--- src/rtl/ps2_host_tx.sv ---
// PS/2 host-to-device transmitter: inhibits the clock, requests to send, then shifts
// a command byte (LSB first, odd parity, stop) on device clock falls and checks the ACK.
module ps2_host_tx #(
  parameter int INHIBIT_CYCLES = 1000,
  parameter int TIMEOUT_CYCLES = 150000
) (
  input  logic       clock,
  input  logic       reset,
  input  logic [7:0] tx_data,
  input  logic       tx_start,
  input  logic       ps2_clk_in,
  input  logic       ps2_data_in,
  output logic       ps2_clk_oe,
  output logic       ps2_data_oe,
  output logic       busy,
  output logic       tx_done,
  output logic       tx_error
);

  localparam int INH_W = $clog2(INHIBIT_CYCLES + 1);
  localparam int TO_W  = $clog2(TIMEOUT_CYCLES + 1);
  localparam logic [INH_W-1:0] INH_LAST = INH_W'(INHIBIT_CYCLES - 1);
  localparam logic [INH_W-1:0] INH_PRE  = INH_W'(INHIBIT_CYCLES - 2);
  localparam logic [TO_W-1:0]  TO_LAST  = TO_W'(TIMEOUT_CYCLES - 1);

  typedef enum logic [2:0] {
    IDLE,
    INHIBIT,
    REQ,
    SHIFT,
    ACK,
    WAIT_IDLE
  } state_t;

  state_t           state_q;
  logic             clk_meta_q, clk_sync_q, clk_prev_q;
  logic             data_meta_q, data_sync_q;
  logic [7:0]       data_q;
  logic             parity_q;
  logic [3:0]       bit_idx_q;
  logic [INH_W-1:0] inh_cnt_q;
  logic [TO_W-1:0]  to_cnt_q;
  logic             clk_oe_q, data_oe_q, busy_q, done_q, error_q;

  logic fall;
  logic to_hit;
  logic bit_d;

  assign fall   = clk_prev_q & ~clk_sync_q;
  assign to_hit = (to_cnt_q == TO_LAST);

  // Bit for the current frame slot: data 1..7, then parity, then stop (always 1).
  always_comb begin
    bit_d = 1'b1;
    if (bit_idx_q < 4'd8) begin
      bit_d = data_q[bit_idx_q[2:0]];
    end else if (bit_idx_q == 4'd8) begin
      bit_d = parity_q;
    end
  end

  always_ff @(posedge clock) begin
    if (reset) begin
      state_q     <= IDLE;
      clk_meta_q  <= 1'b1;
      clk_sync_q  <= 1'b1;
      clk_prev_q  <= 1'b1;
      data_meta_q <= 1'b1;
      data_sync_q <= 1'b1;
      data_q      <= 8'h00;
      parity_q    <= 1'b0;
      bit_idx_q   <= 4'd0;
      inh_cnt_q   <= '0;
      to_cnt_q    <= '0;
      clk_oe_q    <= 1'b0;
      data_oe_q   <= 1'b0;
      busy_q      <= 1'b0;
      done_q      <= 1'b0;
      error_q     <= 1'b0;
    end else begin
      clk_meta_q  <= ps2_clk_in;
      clk_sync_q  <= clk_meta_q;
      clk_prev_q  <= clk_sync_q;
      data_meta_q <= ps2_data_in;
      data_sync_q <= data_meta_q;
      done_q      <= 1'b0;
      error_q     <= 1'b0;

      case (state_q)
        IDLE: begin
          clk_oe_q  <= 1'b0;
          data_oe_q <= 1'b0;
          if (tx_start) begin
            data_q    <= tx_data;
            parity_q  <= ~^tx_data;
            bit_idx_q <= 4'd0;
            inh_cnt_q <= '0;
            clk_oe_q  <= 1'b1;
            data_oe_q <= (INHIBIT_CYCLES == 1);
            busy_q    <= 1'b1;
            state_q   <= INHIBIT;
          end
        end

        // Start bit goes low during the final inhibit cycle, while the clock is still held.
        INHIBIT: begin
          if (inh_cnt_q == INH_LAST) begin
            clk_oe_q  <= 1'b0;
            data_oe_q <= 1'b1;
            to_cnt_q  <= '0;
            state_q   <= REQ;
          end else begin
            inh_cnt_q <= inh_cnt_q + INH_W'(1);
            if (inh_cnt_q == INH_PRE) begin
              data_oe_q <= 1'b1;
            end
          end
        end

        REQ, SHIFT, ACK, WAIT_IDLE: begin
          if (to_hit) begin
            clk_oe_q  <= 1'b0;
            data_oe_q <= 1'b0;
            error_q   <= 1'b1;
            busy_q    <= 1'b0;
            state_q   <= IDLE;
          end else begin
            to_cnt_q <= to_cnt_q + TO_W'(1);
            case (state_q)
              REQ: begin
                if (fall) begin
                  data_oe_q <= ~data_q[0];
                  bit_idx_q <= 4'd1;
                  state_q   <= SHIFT;
                end
              end
              SHIFT: begin
                if (fall) begin
                  data_oe_q <= ~bit_d;
                  bit_idx_q <= bit_idx_q + 4'd1;
                  if (bit_idx_q == 4'd9) begin
                    state_q <= ACK;
                  end
                end
              end
              ACK: begin
                if (fall) begin
                  if (data_sync_q) begin
                    error_q <= 1'b1;
                    busy_q  <= 1'b0;
                    state_q <= IDLE;
                  end else begin
                    state_q <= WAIT_IDLE;
                  end
                end
              end
              default: begin
                if (clk_sync_q && data_sync_q) begin
                  done_q  <= 1'b1;
                  busy_q  <= 1'b0;
                  state_q <= IDLE;
                end
              end
            endcase
          end
        end

        default: begin
          clk_oe_q  <= 1'b0;
          data_oe_q <= 1'b0;
          busy_q    <= 1'b0;
          state_q   <= IDLE;
        end
      endcase
    end
  end

  assign ps2_clk_oe  = clk_oe_q;
  assign ps2_data_oe = data_oe_q;
  assign busy        = busy_q;
  assign tx_done     = done_q;
  assign tx_error    = error_q;

endmodule

--- config.mk ---
export PLATFORM = sky130hd
export DESIGN_NAME = ps2_host_tx
export DESIGN_NICKNAME = d
export VERILOG_FILES = /design/src/rtl/ps2_host_tx.sv
export SDC_FILE = /design/constraint.sdc
export NUM_CORES = 1
export LEC_CHECK = 0
export ABC_CLOCK_PERIOD_IN_PS = 3190
export CELL_PAD_IN_SITES_DETAIL_PLACEMENT = 1
export CELL_PAD_IN_SITES_GLOBAL_PLACEMENT = 1
export CORE_MARGIN = 2
export CORE_UTILIZATION = 47
export CTS_BUF_LIST = sky130_fd_sc_hd__clkbuf_2
export DETAILED_ROUTE_END_ITERATION = 10
export PLACE_DENSITY_LB_ADDON = 0.1
export SETUP_SLACK_MARGIN = 0.3
export SLEW_MARGIN = 20
export SYNTH_ARGS = -nofsm -noshare
export SYNTH_HDL_FRONTEND = slang
export SYNTH_SLANG_ARGS = --single-unit
export TNS_END_PERCENT = 20
--- constraint.sdc ---
create_clock -name clock -period 3.19 [get_ports clock]
set_clock_uncertainty 0.2 [all_clocks]
set_input_delay 0.638 -clock clock [delete_from_list [all_inputs] [get_ports clock]]
set_output_delay 0.638 -clock clock [all_outputs]
set_load 0.005 [all_outputs]
; ---- Yosys cells after proc, flatten, opt, wreduce, memory -nomap -nowiden
; Cells that the tools add are included.
[word_totals]
in_bits = 13
output_inout_bits = 5
wordCells = 123
reg_bits = 54
[classes]
add_sub_neg = 3
n_reduce_logical = 18
n_eq_ne = 28
magnitude_cmp = 2
bitwise = 6
mux = 50
[op_table]
columns = operator, n
row1 = 18-bit two-way mux, 2
row2 = 18-bit case mux with 2 select lines, 1
row3 = 4-bit inequality test (second input constant), 7
row4 = 3-bit two-way mux, 9
row5 = 1-bit two-way mux, 21
row6 = 10-bit equality test (second input constant), 2
row7 = 10-bit two-way mux, 2
row8 = 10-bit case mux with 2 select lines, 1
row9 = 18-bit by 1-bit adder with 18-bit output (second input constant), 1
row10 = 18-bit equality test (second input constant), 1
row11 = 3-bit case mux with 3 select lines, 2
row12 = 4-bit two-way mux, 4
row13 = 4-bit case mux with 2 select lines, 2
row14 = 3-bit inequality test (second input constant), 5
row15 = 6-bit AND reduction, 2
row16 = 10-bit by 1-bit adder with 10-bit output (second input constant), 1
row17 = 2-bit inequality test (second input constant), 5
row18 = 4-bit equality test (second input constant), 2
row19 = 8-bit XNOR reduction, 1
row20 = 7-bit AND reduction, 1
row21 = 3-bit by 2-bit equality test with 1-bit output (second input constant), 2
row22 = 3-bit equality test (second input constant), 2
row23 = 6-bit inequality test (second input constant), 1
row24 = 1-bit case mux with 2 select lines, 3
row25 = 17 further kinds, 27

; ---- Longest topological paths before layout
; Gate-level depths: netlist of run 1.
[depth]
word_depth = 8
mapped_depth = 9
ltp_nobuf = 7

; ---- Worst setup path after synthesis of run 1
; OpenSTA, ideal clock, no wires.
[synth_timing]
path_kind = register -> register
from = register state_q[2]
to = register to_cnt_q[1]
path_stages_with_launch = 8
synth_period_minus_slack_ns = 2.215
t_arrival_ns = 1.945
t_required_ns = 2.920
slack_ns = 0.975
path_buffers = 3
setup_ns = 0.070
path_cell_list = dfxtp_1 buf_6 inv_1 ha_1 buf_2 clkbuf_1 or4b_2 a21oi_1
[synth_via]
elab_chain_len = 4
word_cells_on_any_way = 11
cone_classes = 7 x eq/ne / 1 x mux / 3 x reduce/logical
[synth_rtl]
columns = item, line_no
row1 = "start, declared", 35  ; state_t state_q;
row2 = "start signal, assigned", 64  ; state_q <= IDLE;
row3 = "start signal, assigned", 101  ; state_q <= INHIBIT;
row4 = "start signal, assigned", 111  ; state_q <= REQ;
row5 = 3-bit equality test or 3-bit by 2-bit equality test with 1-bit output (tied branches), 89  ; case (state_q)
row6 = 4-bit OR reduction, 89
row7 = 2-bit inequality test (no line) or 2-bit nonzero test (tied branches), -
row8 = 3-bit AND reduction (no line), -
row9 = "end signal, assigned", 128  ; to_cnt_q <= to_cnt_q + TO_W'(1);
row10 = "end, declared", 42  ; logic [TO_W-1:0] to_cnt_q;
; Several ways; a longest one is shown, not always the timed one.
; A chain may end at the register's enable or synchronous reset.

; ---- Final worst setup path of run 1
[layout_timing]
from = register state_q[0]
to = register inh_cnt_q[4]
[layout_via]
elab_chain_len = 3
word_cells_on_any_way = 7
cone_classes = 3 x eq/ne / 1 x mux / 3 x reduce/logical
[layout_rtl]
columns = item, line_no
row1 = 3-bit by 1-bit equality test with 1-bit output or 3-bit logical NOT (tied branches), 89
row2 = 2-bit inequality test (no line) or 2-bit nonzero test (tied branches), -
row3 = 3-bit AND reduction (no line), -
row4 = "end signal, assigned", 113  ; inh_cnt_q <= inh_cnt_q + INH_W'(1);
row5 = "end, declared", 41  ; logic [INH_W-1:0] inh_cnt_q;
; Several ways; a longest one is shown, not always the timed one.

==> run metrics, run 1 <==
Cells after Synth 361; Netlist cell types a little over 60; CTS sink cnt 54; Max Transition Viols Final 0; Starting Density 0.4871; GRT Overall Usage 0.2102; clock transition at the registers of the reported paths between 200 and 300 ps; total of endpoints with negative setup slack in the final report 0; TritonCTS Buffers 5; Yosys warnings 0; highest ir drop seen on vdd 0.3141 mV; largest stage delay on the critical path approximately 620 ps; Die Width 85.35 um; Reg power frac 0.447; number of buffers inserted by hold repair at cts 0; crit-path cells or3b_4 -> a41oi_2 -> nand4_1 -> xor2_1 -> nor2_1; leading cell types by count after synthesis 54 x dfxtp_1, 45 x nand2_1, 26 x a21oi_1; Max clock buf depth 2; Clk network pwr share 0.244; netlist area before placement 0.003110 mm2; total global routing overflow 0; clock root buffer clkbuf_2; number of buffers added for setup after CTS 0; Chip Height approximately 85 um; fraction of layout instances using a drive strength above 1 0.09434; first-pass iteration count of the detailed router 4; power density over the cells ~510 mW/mm2; Static Leakage about 1.2 nW; crit share post-route 0.7601; drc violations 0; routed via count divided by cell count about 5.9; synth-to-layout area growth 9.493%; signal arrival time at the worst endpoint between 2000 and 3000 ps; dominant cell type by area after synthesis dfxtp_1; number of input and output port buffers inserted 17; Worst Setup Slack post-DPL 595.2 ps; Synth Flop Type dfxtp_1; number of max-cap violations 0; slew at the pin closest to its max-slew limit approximately 730 ps; Cell Rows 29; Worst Path Required around 3300 ps; Synth async-reset ratio 0; num ports 18; setup repair after global routing missed its margin false; final critical-path required period roughly 2400 ps; post-synth top area share 0.3475; die area 0.007285 mm2; critical path class flip-flop to flip-flop; clock latency of the later-clocked register in the worst-skew pair around 440 ps; CP max stage cell dfxtp_1; normalized max-slew margin 0.5138; iteration-0 DRC count of the detailed router around 90; count of flip-flops with a built-in enable after synthesis 0; area of the placeable core 0.006386 mm2; synthesized area divided by synthesized cell count 8.616 um2; Design Power 1.745 mW; switching power share of the total 0.3420; number of vias after detailed routing roughly 2700; aggregate negative setup slack 0 ps; leading cell type by number of instances after synthesis dfxtp_1; run status finished, final reports clean; largest driver fanout on the critical path 15; sort of element at the end of the critical path flip-flop; Total Routed Length between 7 and 8 mm; Switch Pwr 0.5969 mW; WHS roughly 250 ps; # diodes 0; share of total power in combinational logic 0.310; largest net degree at the start of global routing 38; vias in the first global route about 2600; Buf/Inv on CP 0; final weighted congestion in routability-driven placement about 0.78; top cells by area, synth dfxtp_1 35%, nand2_1 5.4%, a21oi_1 4.2%, mux2i_1 4.2%, nand2b_1 3.6%; PostCTS Resize Cnt 0; first-pass GRT wire length between 10 and 15 mm; initial antenna violation count 0; number of synthesized register bits 54; internal power summed over all cells 1.148 mW; cell family with most CP delay simple AND/OR/NAND/NOR gates; hold crit path type flip-flop to flip-flop; post-detailed-placement half-perimeter wirelength 5.270 mm; Routed Antenna Nets 0; nets in the synthesized netlist roughly 380; peak clock frequency supported by timing approximately 410 MHz; Setup WS post-layout around 770 ps; wire length per cell between 15 and 20 um; # nets final between 300 and 400; kind of start point of the critical path flip-flop; hold violation total from the final report 0; level count of the clock H-tree 2; TritonCTS clock tree done; part of the Yosys area used for sequential elements 0.3475
cell usage in the layout, fill, tap and decap left out, drive strengths merged, types with 7 or more instances in the layout:
cell | synthesis | routed
dfxtp | 54 | 54
nand3 | 11 | 11
nand2b | 18 | 18
nand2 | 46 | 46
nor4 | 13 | 13
o21ai | 14 | 14
inv | 9 | 9
nand4 | 8 | 8
mux2i | 13 | 13
xnor2 | 9 | 9
ha | 8 | 8
clkdlybuf4s50 | 0 | 17
and3 | 7 | 7
a21oi | 27 | 27
nor2 | 19 | 19
logic make-up (layout without fill, tap and decap cells):
kind of cell	Yosys count	after routing	synth area share
DFF	54	54	0.3475
and+or+nand+nor	169	169	0.3117
muxes	16	16	0.05993
AOI/OAI and AO/OA	69	69	0.1577
buffers and inverters	30	40	0.04867
adders and majority gates	8	8	0.03218
xor gates and xnor gates	15	15	0.04224
power by group through the flow:
stage                     Clock, mW  Combinational, mW  Sequential, mW
after global placement            0              0.520           0.788
after floorplan                   0              0.423           0.770
after detailed placement          0              0.540           0.792
after CTS                     0.444              0.542           0.780
after global routing          0.468              0.597           0.789
final                         0.425              0.541           0.779
sequential cells by signal, indices dropped and copies added (netlist names):
signal	flops
bit_idx_q	4
clk_meta_q	1
clk_prev_q	1
busy	1
ps2_clk_oe	1
clk_sync_q	1
tx_done	1
inh_cnt_q	10
ps2_data_oe	1
data_sync_q	1
tx_error	1
parity_q	1
state_q	3
data_meta_q	1
data_q	8
to_cnt_q	18
through the flow:
stage,std cells,util,instance area [um2]
CTS,448,0.5333,3406
global placement,440,0.5194,3317
global route,448,0.5333,3406
finish,448,0.5333,3406
floorplan,361,-,3110
detailed placement,440,0.5194,3317
final timing paths:
kind,from,end,slack (ps),cells after the start
worst max-delay path,state_q[0],inh_cnt_q[4],770,5
worst min-delay path,data_meta_q,data_sync_q,250,1
worst max register to register,state_q[0],inh_cnt_q[4],770,5
worst min register to register,data_meta_q,data_sync_q,250,1
cell type report:
| class | count | area [um2] |
|---|---|---|
| flip-flops and latches | 54 | 1081 |
| fillers | 747 | 2980 |
| clock inverters | 3 | 63.81 |
| inverters | 9 | 33.78 |
| multi-input cells | 277 | 1878 |
| repair buffers | 23 | 227.7 |
| well taps | 77 | 96.34 |
| clock buffers | 5 | 25.02 |
per-layer routing:
layer,vias to the layer above,part of all wire,global-route usage,wire [um]
li1,1320,-,-,-
met1,1311,0.49,0.2793,3595
met2,24,0.49,0.3707,3646
met3,4,0.015,0.02918,111
met4,0,0.0061,0.03030,45
met5,-,0,0,0
Note: power is estimated with default switching activity, not from simulation.
==> run 2: changes to the inputs <==
Settings changed: ABC_CLOCK_PERIOD_IN_PS 3190 to 2400.
Clock period 3.19 ns to 2.4 ns, I/O delays scaled along.
==> run 2 against run 1 <==
Global-route usage up 3.2 points. Total power up 45%. Final area grew 11%. Largest cell class unchanged. Via count increased by 8.4%. Sequential power grew 32%. Setup slack got worse by 550 ps. Clock power up 9.4%. Wire length increased by 24%. Flip-flop and latch count stayed put. Critical endpoint is now to_cnt_q[1]. Sequential share of layout area fell by 2.7 points. Register-to-register slack got worse by 550 ps. Combinational power grew 90%.
==> run metrics, run 2 (synthesis gave the netlist of run 1 again) <==
# diodes 0 (unchanged); WHS 255.5 ps (was 245.7 ps); leading cell types in the layout, fill and taps excluded 46 x dfxtp_1, 45 x nand2_1, 30 x buf_4, 25 x a21oi_1, 19 x nor2_1 (was 54 x dfxtp_1, 45 x nand2_1, 26 x a21oi_1, 19 x nor2_1, 18 x nand2b_1); post-detailed-placement half-perimeter wirelength 5.782 mm (was 5.270 mm); setup repair after global routing missed its margin true (was false); initial antenna violation count 0 (unchanged); largest register by flop count to_cnt_q (unchanged); hold violation total from the final report 0 (unchanged); Routed Antenna Nets 0 (unchanged); number of vias after detailed routing 2882 (was 2659); die area 0.007285 mm2 (unchanged); synth-to-layout area growth 21.28% (was 9.493%); number of max-cap violations 0 (unchanged); highest ir drop seen on vdd 0.3915 mV (was 0.3141 mV); Die Width 85.35 um (unchanged); vias in the first global route 2957 (was 2569); Chip Height 85.35 um (unchanged); slew at the pin closest to its max-slew limit 488.7 ps (was 729.3 ps); biggest registers after layout to_cnt_q x18, inh_cnt_q x10, data_q x8 (unchanged); number of buffers inserted by hold repair at cts 0 (unchanged); Setup WS post-layout 210.6 ps (was 765.1 ps); Max clock buf depth 2 (unchanged); sort of element at the end of the critical path flip-flop (unchanged); TritonCTS Buffers 5 (unchanged); wire length per cell 19.17 um (was 16.51 um); crit-path cells and4bb_2 -> a41oi_2 -> buf_4 -> or4b_2 -> a21oi_1 (was or3b_4 -> a41oi_2 -> nand4_1 -> xor2_1 -> nor2_1); crit share post-route 0.9122 (was 0.7601); total of endpoints with negative setup slack in the final report 0 (unchanged); startpoint of the most critical setup path inh_cnt_q[3] (was state_q[0]); Total Routed Length 9.145 mm (was 7.398 mm); TritonCTS clock tree done (unchanged); Reg-to-Reg Start inh_cnt_q[3] (was state_q[0]); clock transition at the registers of the reported paths 280 ps (was 260 ps); normalized max-slew margin 0.6742 (was 0.5138); power density over the cells 670.0 mW/mm2 (was 512.4 mW/mm2); Max Transition Viols Final 0 (unchanged); largest net degree at the start of global routing 26 (was 38); CP max stage cell or4b_2 (was dfxtp_1); total global routing overflow 0 (unchanged); kind of start point of the critical path flip-flop (unchanged); flip-flop count of the largest register, all copies and words added 18 (unchanged); # nets final 421 (was 391); number of input and output port buffers inserted 17 (unchanged); fraction of layout instances using a drive strength above 1 0.2350 (was 0.09434); Design Power 2.528 mW (was 1.745 mW); GRT Overall Usage 0.2418 (was 0.2102); CTS sink cnt 54 (unchanged); largest driver fanout on the critical path 7 (was 15); aggregate negative setup slack 0 ps (unchanged); hold crit path type flip-flop to flip-flop (unchanged); iteration-0 DRC count of the detailed router 130 (was 91); run status finished, final reports clean (unchanged); Worst Setup Slack post-DPL 20.65 ps (was 595.2 ps); clock root buffer clkbuf_2 (unchanged); final weighted congestion in routability-driven placement 0.7853 (was 0.7838); peak clock frequency supported by timing 456.8 MHz (was 412.4 MHz); clock latency of the later-clocked register in the worst-skew pair 460 ps (was 440 ps); signal arrival time at the worst endpoint 2400 ps (was 2570 ps); drc violations 0 (unchanged); routed via count divided by cell count 6.042 (was 5.935); Finished Core Util 0.5907 (was 0.5333); most common library cell in the layout ignoring fill and taps dfxtp_1 (unchanged); final critical-path required period 2189 ps (was 2425 ps); level count of the clock H-tree 2 (unchanged); num ports 18 (unchanged); critical path class flip-flop to flip-flop (unchanged); first-pass GRT wire length 14.20 mm (was 12.58 mm); area of the placeable core 0.006386 mm2 (unchanged); Worst Path Required 2610 ps (was 3340 ps); Static Leakage 1.312 nW (was 1.157 nW); first-pass iteration count of the detailed router 4 (unchanged); Cell Rows 29 (unchanged); largest stage delay on the critical path 650 ps (was 620 ps); Starting Density 0.4871 (unchanged); Hold Path Origin clk_meta_q (was data_meta_q)
## run 2: final cells by class
cell class,instances,area [um2]
Tap cell,77,96.34
Inverter,9,33.78
Multi-Input combinational cell,278,2018
Clock buffer,5,25.02
Clock inverter,2,33.78
Timing Repair Buffer,52,469.2
Fill cell,746,2614
Sequential cell,54,1096
## run 2: repair_timing
item,CTS,global route
buffers inserted,11,2
pin swaps,11,5
cloned,0,1
resized for setup,23,19
endpoints found under the setup margin,26,35
## run 2: path summary, 6_finish.rpt
kind	endpoint	slack [ps]	cells after the start
worst max-delay path	to_cnt_q[1]	210	5
worst min-delay path	clk_sync_q	260	1
worst max register to register	to_cnt_q[1]	210	5
worst min register to register	clk_sync_q	260	1
## run 2: where the power goes
part           internal, mW  leakage [nW]  switching, mW
sequential            0.972         0.443         0.0632
combinational         0.458         0.832          0.570
clock                 0.167        0.0365          0.298
total                  1.60          1.31          0.931
## run 2: through the flow
step	std cells	cell area (um2)
after floorplan	361	3128
final	477	3772
after global placement	456	3438
after global routing	477	3772
after detailed placement	456	3438
after CTS	474	3680
## run 2: worst max-delay path: cells and delay by family (launching register included)
kind            cells  cell delay, ps
simple gates        2            1000
compound gates      2             320
flops               1             410
buf+inv             1             200
## run 2: per-layer routing
metal	routed length, um	track usage	vias up
li1	-	-	1380
met1	4068	0.2998	1432
met2	4604	0.4368	51
met3	245	0.03502	19
met4	227	0.06349	0
met5	0	0	-
